==> config.mk <==
export PLATFORM = sky130hd
export DESIGN_NAME = video_pattern_gen
export DESIGN_NICKNAME = d
export VERILOG_FILES = /design/src/rtl/video_pattern_gen.sv
export SDC_FILE = /design/constraint.sdc
export NUM_CORES = 1
export LEC_CHECK = 0
export CAP_MARGIN = 20
export CORE_ASPECT_RATIO = 1.1
export CORE_MARGIN = 10
export CORE_UTILIZATION = 40
export DETAILED_ROUTE_END_ITERATION = 8
export PLACE_DENSITY = 0.66
export REMOVE_ABC_BUFFERS = 1
export SLEW_MARGIN = 10
export SYNTH_ARGS = -nofsm -noshare
export SYNTH_HDL_FRONTEND = slang
export SYNTH_SLANG_ARGS = --single-unit
==> constraint.sdc <==
create_clock -name clk -period 2.6 [get_ports clk]
set_input_delay 0.39 -clock clk [delete_from_list [all_inputs] [get_ports clk]]
set_output_delay 0.39 -clock clk [all_outputs]
set_load 0.02 [all_outputs]
==> src/rtl/video_pattern_gen.sv <==
// video_pattern_gen: raster timing generator with selectable test patterns.
// Produces a YCbCr pixel stream with de/hs/vs and a frame_start marker.
// Each line and each frame is laid out as active, front porch, sync, back porch.
// H_TOTAL and V_TOTAL must each be at most 4096, because the counters are 12 bits.
// The optional macro PATTERN_BORDER_EN forces luma to all-ones on the outermost
// active rows and columns.
`timescale 1ns/1ps
module video_pattern_gen #(
    parameter int PIXEL_WIDTH = 8,
    parameter int H_ACTIVE    = 640,
    parameter int H_FP        = 16,
    parameter int H_SYNC      = 96,
    parameter int H_BP        = 48,
    parameter int V_ACTIVE    = 480,
    parameter int V_FP        = 10,
    parameter int V_SYNC      = 2,
    parameter int V_BP        = 33
) (
    input  logic                   clk,
    input  logic                   rst,
    input  logic                   en_i,
    input  logic [1:0]             pattern_i,
    input  logic [PIXEL_WIDTH-1:0] solid_y_i,
    output logic [PIXEL_WIDTH-1:0] y_o,
    output logic [PIXEL_WIDTH-1:0] cb_o,
    output logic [PIXEL_WIDTH-1:0] cr_o,
    output logic                   de_o,
    output logic                   hs_o,
    output logic                   vs_o,
    output logic                   frame_start_o,
    output logic                   busy_o
);

    localparam int H_TOTAL_C = H_ACTIVE + H_FP + H_SYNC + H_BP;
    localparam int V_TOTAL_C = V_ACTIVE + V_FP + V_SYNC + V_BP;

    localparam logic [11:0] H_LAST_C = 12'(H_TOTAL_C - 1);
    localparam logic [11:0] V_LAST_C = 12'(V_TOTAL_C - 1);

    // Region bounds are 13 bits so a total of exactly 4096 does not alias to 0.
    localparam logic [12:0] H_ACT_C      = 13'(H_ACTIVE);
    localparam logic [12:0] HS_START_C   = 13'(H_ACTIVE + H_FP);
    localparam logic [12:0] HS_END_C     = 13'(H_ACTIVE + H_FP + H_SYNC);
    localparam logic [12:0] V_ACT_C      = 13'(V_ACTIVE);
    localparam logic [12:0] VS_START_C   = 13'(V_ACTIVE + V_FP);
    localparam logic [12:0] VS_END_C     = 13'(V_ACTIVE + V_FP + V_SYNC);

`ifdef PATTERN_BORDER_EN
    localparam logic [11:0] H_ACT_LAST_C = 12'(H_ACTIVE - 1);
    localparam logic [11:0] V_ACT_LAST_C = 12'(V_ACTIVE - 1);
`endif

    localparam logic [PIXEL_WIDTH-1:0] Y_ONES_C     = {PIXEL_WIDTH{1'b1}};
    localparam logic [PIXEL_WIDTH-1:0] Y_ZERO_C     = {PIXEL_WIDTH{1'b0}};
    localparam logic [PIXEL_WIDTH-1:0] CHROMA_MID_C = {1'b1, {(PIXEL_WIDTH-1){1'b0}}};

    localparam logic [0:0] IDLE_C = 1'b0;
    localparam logic [0:0] RUN_C  = 1'b1;

    logic [0:0]             state_r;
    logic [11:0]            h_cnt_r;
    logic [11:0]            v_cnt_r;
    logic [PIXEL_WIDTH-1:0] frame_cnt_r;
    logic [1:0]             pattern_r;
    logic [PIXEL_WIDTH-1:0] solid_y_r;

    logic                   run_s;
    logic                   de_s;
    logic                   hs_s;
    logic                   vs_s;
    logic                   fs_s;
    logic [PIXEL_WIDTH-1:0] pix_s;
    logic [PIXEL_WIDTH-1:0] y_nxt_s;
    logic [PIXEL_WIDTH-1:0] c_nxt_s;
    logic [12:0]            h_ext_s;
    logic [12:0]            v_ext_s;

    // Run/idle control, raster counters, frame counter and per-frame pattern latch.
    // The pattern is captured on the edge where the counters move to (0,0),
    // so the whole frame that starts there uses a single pattern setting.
    always_ff @(posedge clk or negedge rst) begin
        if (!rst) begin
            state_r     <= IDLE_C;
            h_cnt_r     <= 12'd0;
            v_cnt_r     <= 12'd0;
            frame_cnt_r <= Y_ZERO_C;
            pattern_r   <= 2'd0;
            solid_y_r   <= Y_ZERO_C;
        end else begin
            case (state_r)
                IDLE_C: begin
                    h_cnt_r <= 12'd0;
                    v_cnt_r <= 12'd0;
                    if (en_i) begin
                        state_r   <= RUN_C;
                        pattern_r <= pattern_i;
                        solid_y_r <= solid_y_i;
                    end else begin
                        state_r <= IDLE_C;
                    end
                end
                RUN_C: begin
                    if (h_cnt_r == H_LAST_C) begin
                        h_cnt_r <= 12'd0;
                        if (v_cnt_r == V_LAST_C) begin
                            v_cnt_r     <= 12'd0;
                            frame_cnt_r <= frame_cnt_r + {{(PIXEL_WIDTH-1){1'b0}}, 1'b1};
                            pattern_r   <= pattern_i;
                            solid_y_r   <= solid_y_i;
                            if (en_i) begin
                                state_r <= RUN_C;
                            end else begin
                                state_r <= IDLE_C;
                            end
                        end else begin
                            v_cnt_r <= v_cnt_r + 12'd1;
                        end
                    end else begin
                        h_cnt_r <= h_cnt_r + 12'd1;
                    end
                end
                default: begin
                    state_r <= IDLE_C;
                    h_cnt_r <= 12'd0;
                    v_cnt_r <= 12'd0;
                end
            endcase
        end
    end

    // Decode the current raster position into timing flags and a pixel value.
    always_comb begin
        run_s   = (state_r == RUN_C);
        h_ext_s = {1'b0, h_cnt_r};
        v_ext_s = {1'b0, v_cnt_r};
        de_s    = run_s && (h_ext_s < H_ACT_C) && (v_ext_s < V_ACT_C);
        hs_s    = run_s && (h_ext_s >= HS_START_C) && (h_ext_s < HS_END_C);
        vs_s    = run_s && (v_ext_s >= VS_START_C) && (v_ext_s < VS_END_C);
        fs_s    = run_s && (h_cnt_r == 12'd0) && (v_cnt_r == 12'd0);
        pix_s   = Y_ZERO_C;
        case (pattern_r)
            2'd0:    pix_s = solid_y_r;
            2'd1:    pix_s = h_cnt_r[PIXEL_WIDTH-1:0];
            2'd2:    pix_s = (h_cnt_r[4] ^ v_cnt_r[4]) ? Y_ONES_C : Y_ZERO_C;
            2'd3:    pix_s = h_cnt_r[PIXEL_WIDTH-1:0] + frame_cnt_r;
            default: pix_s = Y_ZERO_C;
        endcase
`ifdef PATTERN_BORDER_EN
        if ((h_cnt_r == 12'd0) || (h_cnt_r == H_ACT_LAST_C) ||
            (v_cnt_r == 12'd0) || (v_cnt_r == V_ACT_LAST_C)) begin
            pix_s = Y_ONES_C;
        end else begin
            pix_s = pix_s;
        end
`endif
        if (de_s) begin
            y_nxt_s = pix_s;
            c_nxt_s = CHROMA_MID_C;
        end else begin
            y_nxt_s = Y_ZERO_C;
            c_nxt_s = Y_ZERO_C;
        end
    end

    // Output register stage: everything leaves the block one clock after decode.
    always_ff @(posedge clk or negedge rst) begin
        if (!rst) begin
            y_o           <= Y_ZERO_C;
            cb_o          <= Y_ZERO_C;
            cr_o          <= Y_ZERO_C;
            de_o          <= 1'b0;
            hs_o          <= 1'b0;
            vs_o          <= 1'b0;
            frame_start_o <= 1'b0;
            busy_o        <= 1'b0;
        end else begin
            y_o           <= y_nxt_s;
            cb_o          <= c_nxt_s;
            cr_o          <= c_nxt_s;
            de_o          <= de_s;
            hs_o          <= hs_s;
            vs_o          <= vs_s;
            frame_start_o <= fs_s;
            busy_o        <= run_s;
        end
    end

endmodule

# Yosys cells after proc, flatten, opt, wreduce, memory -nomap -nowiden
# Index checks and enable logic that the tools add are counted.
# op_classes
add_sub_neg	4
magnitude_cmp	6
bitwise_logic	2
mux	21
reduce_logical	13
eq_ne	8
# ops
op	n
$mux W8	6
$pmux W12 S2	2
$mux W12	3
$pmux W8 S4	1
$add A12 B1 Y12 const B	2
$eq A12 B10 Y1 const B	2
$logic_not A12 Y1	2
$lt A12 B10 Y1 const B	2
$lt A12 B9 Y1 const B	2
$pmux W8 S2	1
$ge A12 B10 Y1 const B	1
$ge A12 B9 Y1 const B	1
$add A8 B1 Y8 const B	1
$add A8 B8 Y8	1
$logic_and A1 B1 Y1	8
$mux W2	3
$reduce_and A3 Y1	2
$eq A2 B2 Y1 const B	2
$ne A2 B1 Y1 const B	2
$pmux W2 S2	1
$mux W1	3
$eq A2 B1 Y1 const B	1
$logic_not A2 Y1	1
$ne A2 B2 Y1 const B	1
other kinds (3)	3
# word_totals
out_inout_bits	29
regBits	64
word_cells	67
input_bits	13

# Depth between registers and ports, before layout
# logic_depth
word_depth	4
mapped_depth	8
ltp_nobuf	7

# Worst setup path before layout
# Ideal clock, no wire load.
# synth_path
path_kind	reg-to-reg
from	register h_cnt_r[1]
to	register pattern_r[0]
path_slack_ps	432
period_less_slack_ps	2168
stages_incl_launch_ff	6
required_time_ps	2475
arrival_time_ps	2043
path_buffers	0
setup_ps	125
cell_sequence	dfrtp_1 -> ha_1 -> nand3_1 -> or4_4 -> o22ai_4 -> mux2_2
# synth_between
elab_chain_cells	3
# synth_lines
item	line	text
start, declared	61	logic [11:0] h_cnt_r;
start signal, assigned	119	h_cnt_r <= h_cnt_r + 12'd1;
$eq A12 B10 Y1	103	if (h_cnt_r == H_LAST_C) begin
$ne A2 B1 Y1 (no source line)	-	
$reduce_and A3 Y1 (no source line)	-	
end signal, assigned	96	pattern_r <= pattern_i;
end signal, assigned	108	pattern_r <= pattern_i;
end, declared	64	logic [1:0] pattern_r;
# No other way between the ends.
# A chain may end at the register's enable or synchronous reset.

# Worst setup path after layout
# layout_path
from	register h_cnt_r[1]
to	register solid_y_r[4]
# layout_between
elab_chain_cells	3
# layout_lines
item	line	text
$eq A12 B10 Y1	103	
$ne A2 B1 Y1 (no source line)	-	
$reduce_and A3 Y1 (no source line)	-	
end signal, assigned	97	solid_y_r <= solid_y_i;
end signal, assigned	109	solid_y_r <= solid_y_i;
end, declared	65	logic [PIXEL_WIDTH-1:0] solid_y_r;
# No other way between the ends.

==> key figures <==
Outcome
  – Status: finished clean

Cells and area
  – Layout Nets: 378
  – Commonest non-fill, non-tap cell in the layout: dfrtp_1
  – Layout fillers: 710
  – FF+latch area: 0.00140 mm²
  – Ant diodes: 0
  – Fraction of layout cells with a size suffix above 1: 0.119
  – Area Overhead vs Synth: 15.7%
  – Multi-input logic area: 0.00165 mm²
  – Most frequent cells in the layout: dfrtp_1 (56), clkdlybuf4s50_1 (26), nand2_1 (19), nor2_1 (19), xnor2_1 (15)
  – Design area: 0.00373 mm²

Floorplan
  – Die Y-Extent: 114 µm
  – Die W: 106 µm
  – Die area: 0.0121 mm²
  – Area of the core: 0.00787 mm²
  – # IOs: 42
  – Starting density of the core: 0.410
  – Rows: 34

Place
  – Routability cong.: 0.831
  – Placed inst area: 0.00358 mm²
  – Pre-CTS WS: 0.352 ns
  – Input/output buffers: 27
  – Post-detail-place hpwl: 5110 µm

CTS
  – Total setup buffers inserted after CTS: 0
  – Root Buffer: clkbuf_8
  – CTS Buf Count: 5
  – CTS tree: done
  – Worst-path clk slew: 0.09 ns
  – Buffer depth of the longest clock path: 2
  – Clock Latency Late Sink: 0.31 ns
  – H-tree level count: 2
  – Sink Count: 56

Power
  – Logic pwr share: 0.072
  – Sw Share: 0.223
  – Leak: 0.00167 µW
  – Pwr Total: 1610 µW
  – Clock Power Share: 0.370
  – Worst VDD drop: 252 µV
  – Sequential power share: 0.559
  – Pwr Density: 433 mW/mm²
  – Sw Pwr: 359 µW
  – Pint: 1250 µW

GRT
  – Vias in the first global route: 2,246
  – Initial antenna violation count: 0
  – Grt total ovfl: 0
  – Pin count of the biggest net entering global routing: 45
  – GRT Total Usage: 0.111
  – First-pass GRT wire length: 11,100 µm

Yosys
  – #FFs+latches synth: 56
  – Seq/Total Area, Yosys: 0.435
  – Ys async rst share: 1.00
  – Syn Area/Cell: 10.0 µm²
  – Synth Instances: 321
  – Synth cell types: 53
  – Synthesized area: 0.00322 mm²
  – Synth warn: 0
  – Post-synth EDFFs: 0
  – Main flop type after synthesis: dfrtp_1

Detailed routing
  – Vias: 2,319
  – DR vias/cell: 5.03
  – Post-Route WL: 6740 µm
  – DR iter-0 viols: 71
  – # DRC: 0
  – DR pass1 iterations: 4
  – Detail Route Antenna Nets: 0
  – Wire per inst: 14.6 µm

Critical path
  – CP cell instances: ha_1 > nand3_1 > or4_4 > o22ai_4 > mux2_2
  – CP max FO: 10
  – Crit path largest cell delay: 0.60 ns
  – CP arrival: 2.43 ns
  – Worst setup SP type: register
  – Slowest-stage cell, CP: or4_4
  – Setup CP Type: reg -> reg
  – Critical path data required time: 2.79 ns
  – Setup slack, reg-to-reg: 0.36 ns
  – CP endpoint kind: register

Timing
  – Worst Max-Slew Pin Slew: 0.789 ns
  – Hold_ws: 0.473 ns
  – Slew margin rel.: 0.474
  – Final WS setup: 0.362 ns
  – Final Setup Violations: 0
  – Max Slew Vio Count: 0
  – Fin crit share: 0.861
  – Hold Violations, Final: 0
  – FMAX: 447 MHz
  – Final setup TNS: 0 ns
  – Tmin final: 2.24 ns
  – Clock skew: 0.0148 ns
  – RSZ-0062 raised after global routing: false

Job
  – Max Cap Viol: 0

Worst hold path
  – Hold/Removal Path Class: in -> async
## per-layer routing
layer	share of wire	up-vias	wire (µm)	global-route usage
met5	0	-	0	0
li1	-	1171	-	-
met4	0.013	0	87	0.0316
met3	0.034	4	230	0.0253
met1	0.47	1094	3200	0.137
met2	0.48	50	3230	0.191
## worst paths after layout
check                                  to  depth (start not counted)      startpoint
setup / recovery             solid_y_r[4]                          5      h_cnt_r[1]
hold / removal                     y_o[4]                          2             rst
setup reg to reg             solid_y_r[4]                          5      h_cnt_r[1]
hold reg to reg            frame_cnt_r[3]                          1  frame_cnt_r[3]
max in group asynchronous  frame_cnt_r[5]                          3             rst
min in group clk           frame_cnt_r[3]                          1  frame_cnt_r[3]
## cell type report
| type | instances | area share |
|---|---|---|
| multi-input combinational | 236 | 0.442 |
| inverter | 14 | 0.0141 |
| clock inverter | 2 | 0.0104 |
| clock buffer | 6 | 0.0221 |
| tap | 108 | 0.0362 |
| sequential | 56 | 0.376 |
| timing repair buffer | 39 | 0.0993 |
## worst max-delay path, delay by kind of cell (launching register included)
| family | cells | cell delay [ns] |
|---|---|---|
| flip-flops | 1 | 0.47 |
| AND/OR/NAND/NOR | 2 | 0.70 |
| adder cells (fa/ha/maj) | 1 | 0.23 |
| multiplexers | 1 | 0.39 |
| AO/OA/AOI/OAI | 1 | 0.33 |
## cells in the mapped netlist (4+ instances only)
cell / n / area [µm²]
o21ai_0: 13 / 65.1
mux2i_1: 5 / 50.1
a21o_1: 5 / 37.5
o211ai_1: 4 / 30.0
nor2b_1: 5 / 31.3
nand3_1: 7 / 35.0
dfrtp_1: 56 / 1400
nor3_1: 9 / 45.0
nand2_1: 19 / 71.3
nand4_1: 8 / 50.1
inv_1: 14 / 52.6
a31oi_1: 9 / 56.3
o21ai_1: 4 / 20.0
xnor2_1: 15 / 131
clkbuf_1: 9 / 33.8
nor2_1: 19 / 71.3
and2_1: 6 / 37.5
a21oi_1: 14 / 70.1
buf_4: 17 / 128
nor3b_1: 6 / 45.0
nand2b_1: 6 / 37.5
mux2_2: 10 / 113
ha_1: 12 / 150
xor2_1: 7 / 61.3
## sequential cells by signal, indices dropped and copies added (netlist names)
name           count
busy_o             1
cr_o               1
frame_cnt_r        8
frame_start_o      1
h_cnt_r           12
hs_o               1
pattern_r          2
run_s              1
solid_y_r          8
v_cnt_r           12
vs_o               1
y_o                8
## power by group through the flow
stage / clock network, µW / registers [µW] / logic (µW)
after CTS: 618 / 902 / 113
after global placement: 0 / 918 / 111
final: 596 / 901 / 115
after global routing: 644 / 904 / 127
after floorplan: 0 / 925 / 42.5
after detailed placement: 0 / 919 / 113
## metrics by stage
stage	std cells	utilization
after floorplan	306	-
after global placement	451	0.455
after detailed placement	451	0.455
after CTS	459	0.470
after global routing	461	0.474
final	461	0.474
## cell families (layout without fill, tap and decap cells)
family / Yosys count / in the layout / share of synthesized area
and+or+nand+nor: 105 / 105 / 0.183
buffers and inverters: 42 / 61 / 0.0714
adders and majority gates: 13 / 13 / 0.0528
muxes: 18 / 18 / 0.0679
xor gates and xnor gates: 22 / 22 / 0.0598
other: 1 / 14 / 0.00116
AOI/OAI and AO/OA: 64 / 64 / 0.129
DFF: 56 / 56 / 0.435
## repair_timing
item / 4_1_cts / 5_1_grt
gates resized for setup: 0 / 0
hold endpoints to repair: 0 / 7
hold buffers: 0 / 1
endpoints found under the setup margin: 0 / 0
Power figures use the tool's default switching activity.
